`src/rtl/bit_diff_pkg.sv`:
```
// rtl/bit_diff_pkg.sv - shared types and helpers for the bit-difference blocks
//
// Purpose: state encoding and the signed-diff width helper used by both the
// bit-difference counter and the bit-difference generator.
// Ports: none (package).

package bit_diff_pkg;

  typedef enum logic [1:0] {
    START,
    COMPUTE,
    RESTART
  } state_t;

  // Width of a signed value that spans -w..+w.
  function automatic int diff_width(input int w);
    return $clog2(2 * w + 1);
  endfunction

endpackage

```
`src/rtl/bit_diff_gen_fsmd.sv`:
```
// rtl/bit_diff_gen_fsmd.sv - serial generator of a word with a given (ones - zeros) difference
//
// Purpose: given a signed target difference (count of 1s minus count of 0s),
// serially builds a WIDTH-bit word with exactly that difference, 1s packed
// into the LSBs. Uses the go/done handshake of the bit-difference counter.
// Ports:
//   clk      in   1      clock
//   rst      in   1      synchronous active-high reset
//   go       in   1      start request, sampled in START/RESTART
//   diff     in   DW     signed target difference, sampled with go
//   data     out  WIDTH  generated word (registered)
//   invalid  out  1      last request was unrealisable (registered)
//   done     out  1      result valid, high while in RESTART

module bit_diff_gen_fsmd
  import bit_diff_pkg::*;
#(
  parameter int WIDTH = 8,
  localparam int DW = diff_width(WIDTH)
) (
  input  logic             clk,
  input  logic             rst,
  input  logic             go,
  input  logic [DW-1:0]    diff,
  output logic [WIDTH-1:0] data,
  output logic             invalid,
  output logic             done
);

  localparam int CW = $clog2(WIDTH);
  localparam int ZW = $clog2(WIDTH + 1);
  // One extra bit so +-WIDTH and the sums stay in range.
  localparam int SW = DW + 1;
  localparam logic signed [SW-1:0] W_S = SW'(WIDTH);

  state_t             state_r, state_n;
  logic [CW-1:0]      count_r, count_n;
  logic [ZW-1:0]      zeros_r, zeros_n;
  // Only the low WIDTH-1 bits of the partial word survive the next shift.
  logic [WIDTH-2:0]   gen_r, gen_n;
  logic [WIDTH-1:0]   data_r, data_n;
  logic               invalid_r, invalid_n;
  // Set when an invalid request arrives in RESTART: forces one START cycle
  // so done visibly drops before the new (invalid) result is flagged.
  logic               bounce_r, bounce_n;

  logic signed [SW-1:0] d_ext;
  logic                 req_valid;
  logic [ZW-1:0]        zeros_load;
  logic [WIDTH-1:0]     shifted;

  always_comb begin
    d_ext      = {diff[DW-1], diff};
    // (WIDTH + diff) even is the same as matching LSBs.
    req_valid  = (d_ext >= -W_S) && (d_ext <= W_S) && (d_ext[0] == W_S[0]);
    zeros_load = ZW'((W_S - d_ext) >>> 1);
    // Zeros go in first so the 1s end up in the LSBs.
    shifted    = {gen_r, (zeros_r == '0)};

    state_n   = state_r;
    count_n   = count_r;
    zeros_n   = zeros_r;
    gen_n     = gen_r;
    data_n    = data_r;
    invalid_n = invalid_r;
    bounce_n  = bounce_r;

    case (state_r)
      START, RESTART: begin
        if (state_r == START && bounce_r) begin
          bounce_n = 1'b0;
          state_n  = RESTART;
        end else if (go) begin
          count_n = '0;
          zeros_n = zeros_load;
          gen_n   = '0;
          if (req_valid) begin
            state_n = COMPUTE;
          end else begin
            data_n    = '0;
            invalid_n = 1'b1;
            bounce_n  = (state_r == RESTART);
            state_n   = (state_r == RESTART) ? START : RESTART;
          end
        end
      end
      COMPUTE: begin
        gen_n   = shifted[WIDTH-2:0];
        count_n = count_r + CW'(1);
        if (zeros_r != '0) begin
          zeros_n = zeros_r - ZW'(1);
        end
        if (count_r == CW'(WIDTH - 1)) begin
          data_n    = shifted;
          invalid_n = 1'b0;
          state_n   = RESTART;
        end
      end
      default: state_n = START;
    endcase
  end

  always_ff @(posedge clk) begin
    if (rst) begin
      state_r   <= START;
      count_r   <= '0;
      zeros_r   <= '0;
      gen_r     <= '0;
      data_r    <= '0;
      invalid_r <= 1'b0;
      bounce_r  <= 1'b0;
    end else begin
      state_r   <= state_n;
      count_r   <= count_n;
      zeros_r   <= zeros_n;
      gen_r     <= gen_n;
      data_r    <= data_n;
      invalid_r <= invalid_n;
      bounce_r  <= bounce_n;
    end
  end

  assign data    = data_r;
  assign invalid = invalid_r;
  assign done    = (state_r == RESTART);

endmodule

```
`config.mk`:
```
export PLATFORM = sky130hd
export DESIGN_NAME = bit_diff_gen_fsmd
export DESIGN_NICKNAME = d
export VERILOG_FILES = /design/src/rtl/bit_diff_pkg.sv /design/src/rtl/bit_diff_gen_fsmd.sv
export SDC_FILE = /design/constraint.sdc
export NUM_CORES = 1
export LEC_CHECK = 0
export ABC_AREA = 0
export CAP_MARGIN = 30
export CORE_AREA = 5 5 57 59
export CTS_BUF_LIST = sky130_fd_sc_hd__clkbuf_16
export DETAILED_ROUTE_END_ITERATION = 8
export DIE_AREA = 0 0 62 64
export GPL_ROUTABILITY_DRIVEN = 1
export GPL_TIMING_DRIVEN = 0
export PLACE_DENSITY = 0.81
export SYNTH_ARGS = -nofsm -noshare
export SYNTH_HDL_FRONTEND = slang
export SYNTH_SLANG_ARGS = --single-unit
export TNS_END_PERCENT = 10
```
`constraint.sdc`:
```
create_clock -name clk -period 1.7 [get_ports clk]
set_input_delay 0.34 -clock clk [delete_from_list [all_inputs] [get_ports clk]]
set_output_delay 0.34 -clock clk [all_outputs]
set_load 0.01 [all_outputs]
```
==> flow_summary.rst <==
.. list-table::
   :header-rows: 1

   * - Metric
     - Value
   * - Worst skew pair latency
     - roughly 0.25 ns
   * - Capturing element type of the critical path
     - flop
   * - Total Nets Final
     - 182
   * - Synth Register Bits
     - 26
   * - Synth warnings
     - 0
   * - Most frequent standard cell in the layout excluding fill and tap cells
     - sky130_fd_sc_hd__dfxtp_1
   * - Antenna diode count
     - 0
   * - Post-layout worst setup margin
     - ~0.13 ns
   * - Count of unique library cells instantiated by Yosys
     - 36
   * - Area of the placeable core
     - 2660 sq um
   * - Number of levels the H-tree was split into
     - 1
   * - Status
     - complete, no violations
   * - Final setup viols
     - 0
   * - Startpoint Class
     - input port
   * - Clk slew on worst S/H paths
     - ~0.06 ns
   * - Share of post-route cells with drive strength above 1
     - 9.52%
   * - Area grow syn2layout
     - 23.5%
   * - Setup WS pre-CTS
     - -0.394 ns
   * - Highest signal layer in the routed design
     - met4
   * - Routed wire length on met3
     - just under 100 microns
   * - Count of flip-flops with a built-in enable after synthesis
     - 0
   * - Die Span Y
     - 64 microns
   * - Final core utilization
     - 58.4%
   * - Transition at the pin with the smallest max-transition slack
     - 0.514 ns
   * - Register area share after synthesis
     - 41.4%
   * - Total wire length after detailed routing
     - 2860 microns
   * - Area of all placed cells without fillers
     - 1550 sq um
   * - Clock tree from TritonCTS
     - yes
   * - WHS
     - 0.465 ns
   * - Crit path arrival time
     - 1.69 ns
   * - CTS root buffer
     - sky130_fd_sc_hd__clkbuf_16
   * - Overall die width
     - approximately 62 microns
   * - TritonCTS Buffers
     - 3
   * - Initial DRT Pass Iterations
     - 4
   * - Initial Util
     - 47.3%
   * - Fraction of registers with async set or reset after synthesis
     - 0%
   * - Number of design rule violations left after detail routing
     - 0
   * - Number of post-CTS setup repair buffers
     - 0
   * - IR drop worst, VDD
     - 0.916 mV
   * - Leading register cell type out of synthesis
     - sky130_fd_sc_hd__dfxtp_1
   * - Met2 layer wire length in the routed design
     - about 1500 microns
   * - Area of the die
     - 3970 sq um
   * - Pin count of the biggest net entering global routing
     - 15
   * - PostCTS Resize Cnt
     - 6
   * - M1 wire length
     - 1260 microns
   * - Clock period minus final worst setup slack
     - ~1.6 ns
   * - Lkg Pwr
     - ~0.59 nW
   * - Unrepaired setup endpoints after global routing
     - false
   * - Setup Skew
     - 0.00373 ns
   * - Global-route wire length before repair
     - roughly 4700 microns
   * - Post-Syn Nets
     - 161
   * - Weighted congestion reported at the end of routability-driven placement
     - 0.783
   * - Synthesized cell area
     - 1260 sq um
   * - Hold-fix buffers, CTS
     - 0
   * - Fillcell total
     - 234
   * - Post-route insts no fill
     - 199
   * - DR vias/cell
     - 5.71
   * - Max Transition Viols Final
     - 0
   * - Sinks on the clock net
     - 26
   * - Max-cap viol count
     - 0
   * - Final total negative setup slack
     - 0 ns
   * - Max Clock Freq
     - 0.638 GHz
   * - Combined global-route utilization of all metal layers
     - between 10% and 20%
   * - Routed WL per cell
     - approximately 14 microns
   * - Avg Inst Size Synth
     - 8.50 sq um
   * - Violation count after the first detailed-routing iteration
     - 60
   * - Congestion Overflow GR
     - 0
   * - Final worst-path cycle share
     - 92.2%
   * - Antenna violations before repair
     - 0
   * - Cell Pwr Density
     - 909 nW/um^2
   * - Gate Count Post-Synth
     - 148
   * - Worst hold path class
     - flop to flop
   * - Kind of critical path
     - input port to flop
   * - Required arrival time at the worst endpoint
     - 1.82 ns
   * - Top-level I/O count
     - 18
   * - Worst slew margin relative to its limit
     - 65.8%
   * - Final Hold Viols
     - 0
   * - Via count of the first global-routing pass
     - 1112
   * - Design Power
     - 1.41 mW
   * - DP Wirelength
     - 2170 microns
   * - Most frequent cells in the layout
     - sky130_fd_sc_hd__dfxtp_1, sky130_fd_sc_hd__nor2_1, sky130_fd_sc_hd__inv_1, sky130_fd_sc_hd__clkdlybuf4s50_1, sky130_fd_sc_hd__nand2_1
   * - Instance area after placement
     - 1460 sq um
   * - Post-detailed-route count of antenna-violating nets
     - 0
   * - Port Buf Inserts
     - 16
   * - Routed vias
     - 1137
   * - Floorplan row count
     - 19
   * - Max Fanout on Critical Path
     - 10
   * - Cell count after placement
     - approximately 200
   * - Clk buf depth
     - 2
## state kept, by name, summed over array words and instances (netlist names)
signal,cells
zeros_r,4
state_r,2
data,8
bounce_r,1
count_r,3
invalid,1
gen_r,7
## layout make-up
cell class | count | area [sq um] | area share (%)
multi-input cells | 101 | 661 | 42.5
flip-flops and latches | 26 | 522 | 33.6
repair buffers | 16 | 156 | 10.1
clock buffers | 3 | 75.1 | 4.83
inverters | 14 | 52.6 | 3.38
plain buffers | 7 | 45.0 | 2.90
well taps | 31 | 38.8 | 2.50
clock inverters | 1 | 3.75 | 0.242
## synth_stat cells, types with 2 or more instances
cell                       count  area share [%]
sky130_fd_sc_hd__xnor2_1       3             2.1
sky130_fd_sc_hd__o31ai_1       7             4.2
sky130_fd_sc_hd__dfxtp_1      26              41
sky130_fd_sc_hd__a22oi_1       8             4.8
sky130_fd_sc_hd__a21oi_1       6             2.4
sky130_fd_sc_hd__nor2b_1       7             3.5
sky130_fd_sc_hd__nor2_1       18             5.4
sky130_fd_sc_hd__o21ai_0       3             1.2
sky130_fd_sc_hd__nand3_1       3             1.2
sky130_fd_sc_hd__o211ai_1      2             1.2
sky130_fd_sc_hd__nor3_1        6             2.4
sky130_fd_sc_hd__inv_1        14             4.2
sky130_fd_sc_hd__buf_6         2             1.8
sky130_fd_sc_hd__ha_1          5             5.0
sky130_fd_sc_hd__o21ai_1       2            0.80
sky130_fd_sc_hd__nand2_1      12             3.6
sky130_fd_sc_hd__clkbuf_1      4             1.2
sky130_fd_sc_hd__nand2b_1      2            0.99
## worst paths after layout
| path | startpoint | endpoint | slack (ns) | cells after the start |
|---|---|---|---|---|
| worst min register to register | data[1] | data[1] | 0.47 | 2 |
| worst min-delay path | data[1] | data[1] | 0.47 | 2 |
| worst max register to register | count_r[0] | data[4] | 0.15 | 6 |
| worst max-delay path | go | gen_r[5] | 0.13 | 6 |
## metal layers
| layer | up-vias | global-route usage [%] |
|---|---|---|
| met1 | 543 | 18.7 |
| met2 | 29 | 25.1 |
| met5 | - | 0 |
| met3 | 4 | 3.02 |
| li1 | 561 | - |
| met4 | 0 | 4.77 |
## worst max-delay path, stage by stage
cell,delay [ns]
sky130_fd_sc_hd__clkdlybuf4s50_1,0.50
sky130_fd_sc_hd__nand2b_1,0.16
sky130_fd_sc_hd__o21a_2,0.28
sky130_fd_sc_hd__buf_4,0.18
sky130_fd_sc_hd__a22oi_1,0.16
sky130_fd_sc_hd__nor2_1,0.06
## report_power, final
part | switching [mW] | internal, mW | total (mW) | leakage, nW
Sequential | 0.0242 | 0.635 | 0.659 | 0.211
Clock | 0.191 | 0.314 | 0.504 | 0.0385
Combinational | 0.139 | 0.110 | 0.249 | 0.339
## cell families (layout without fill, tap and decap cells)
family	count (synthesis)	count (layout)	share of synthesized area, %
adder cells (fa/ha/maj)	5	5	4.97
AO/OA/AOI/OAI	39	39	22.8
XOR/XNOR	3	3	2.09
AND/OR/NAND/NOR	54	54	21.1
buffers and inverters	21	41	7.75
flip-flops	26	26	41.4
Power figures use the tool's default switching activity.
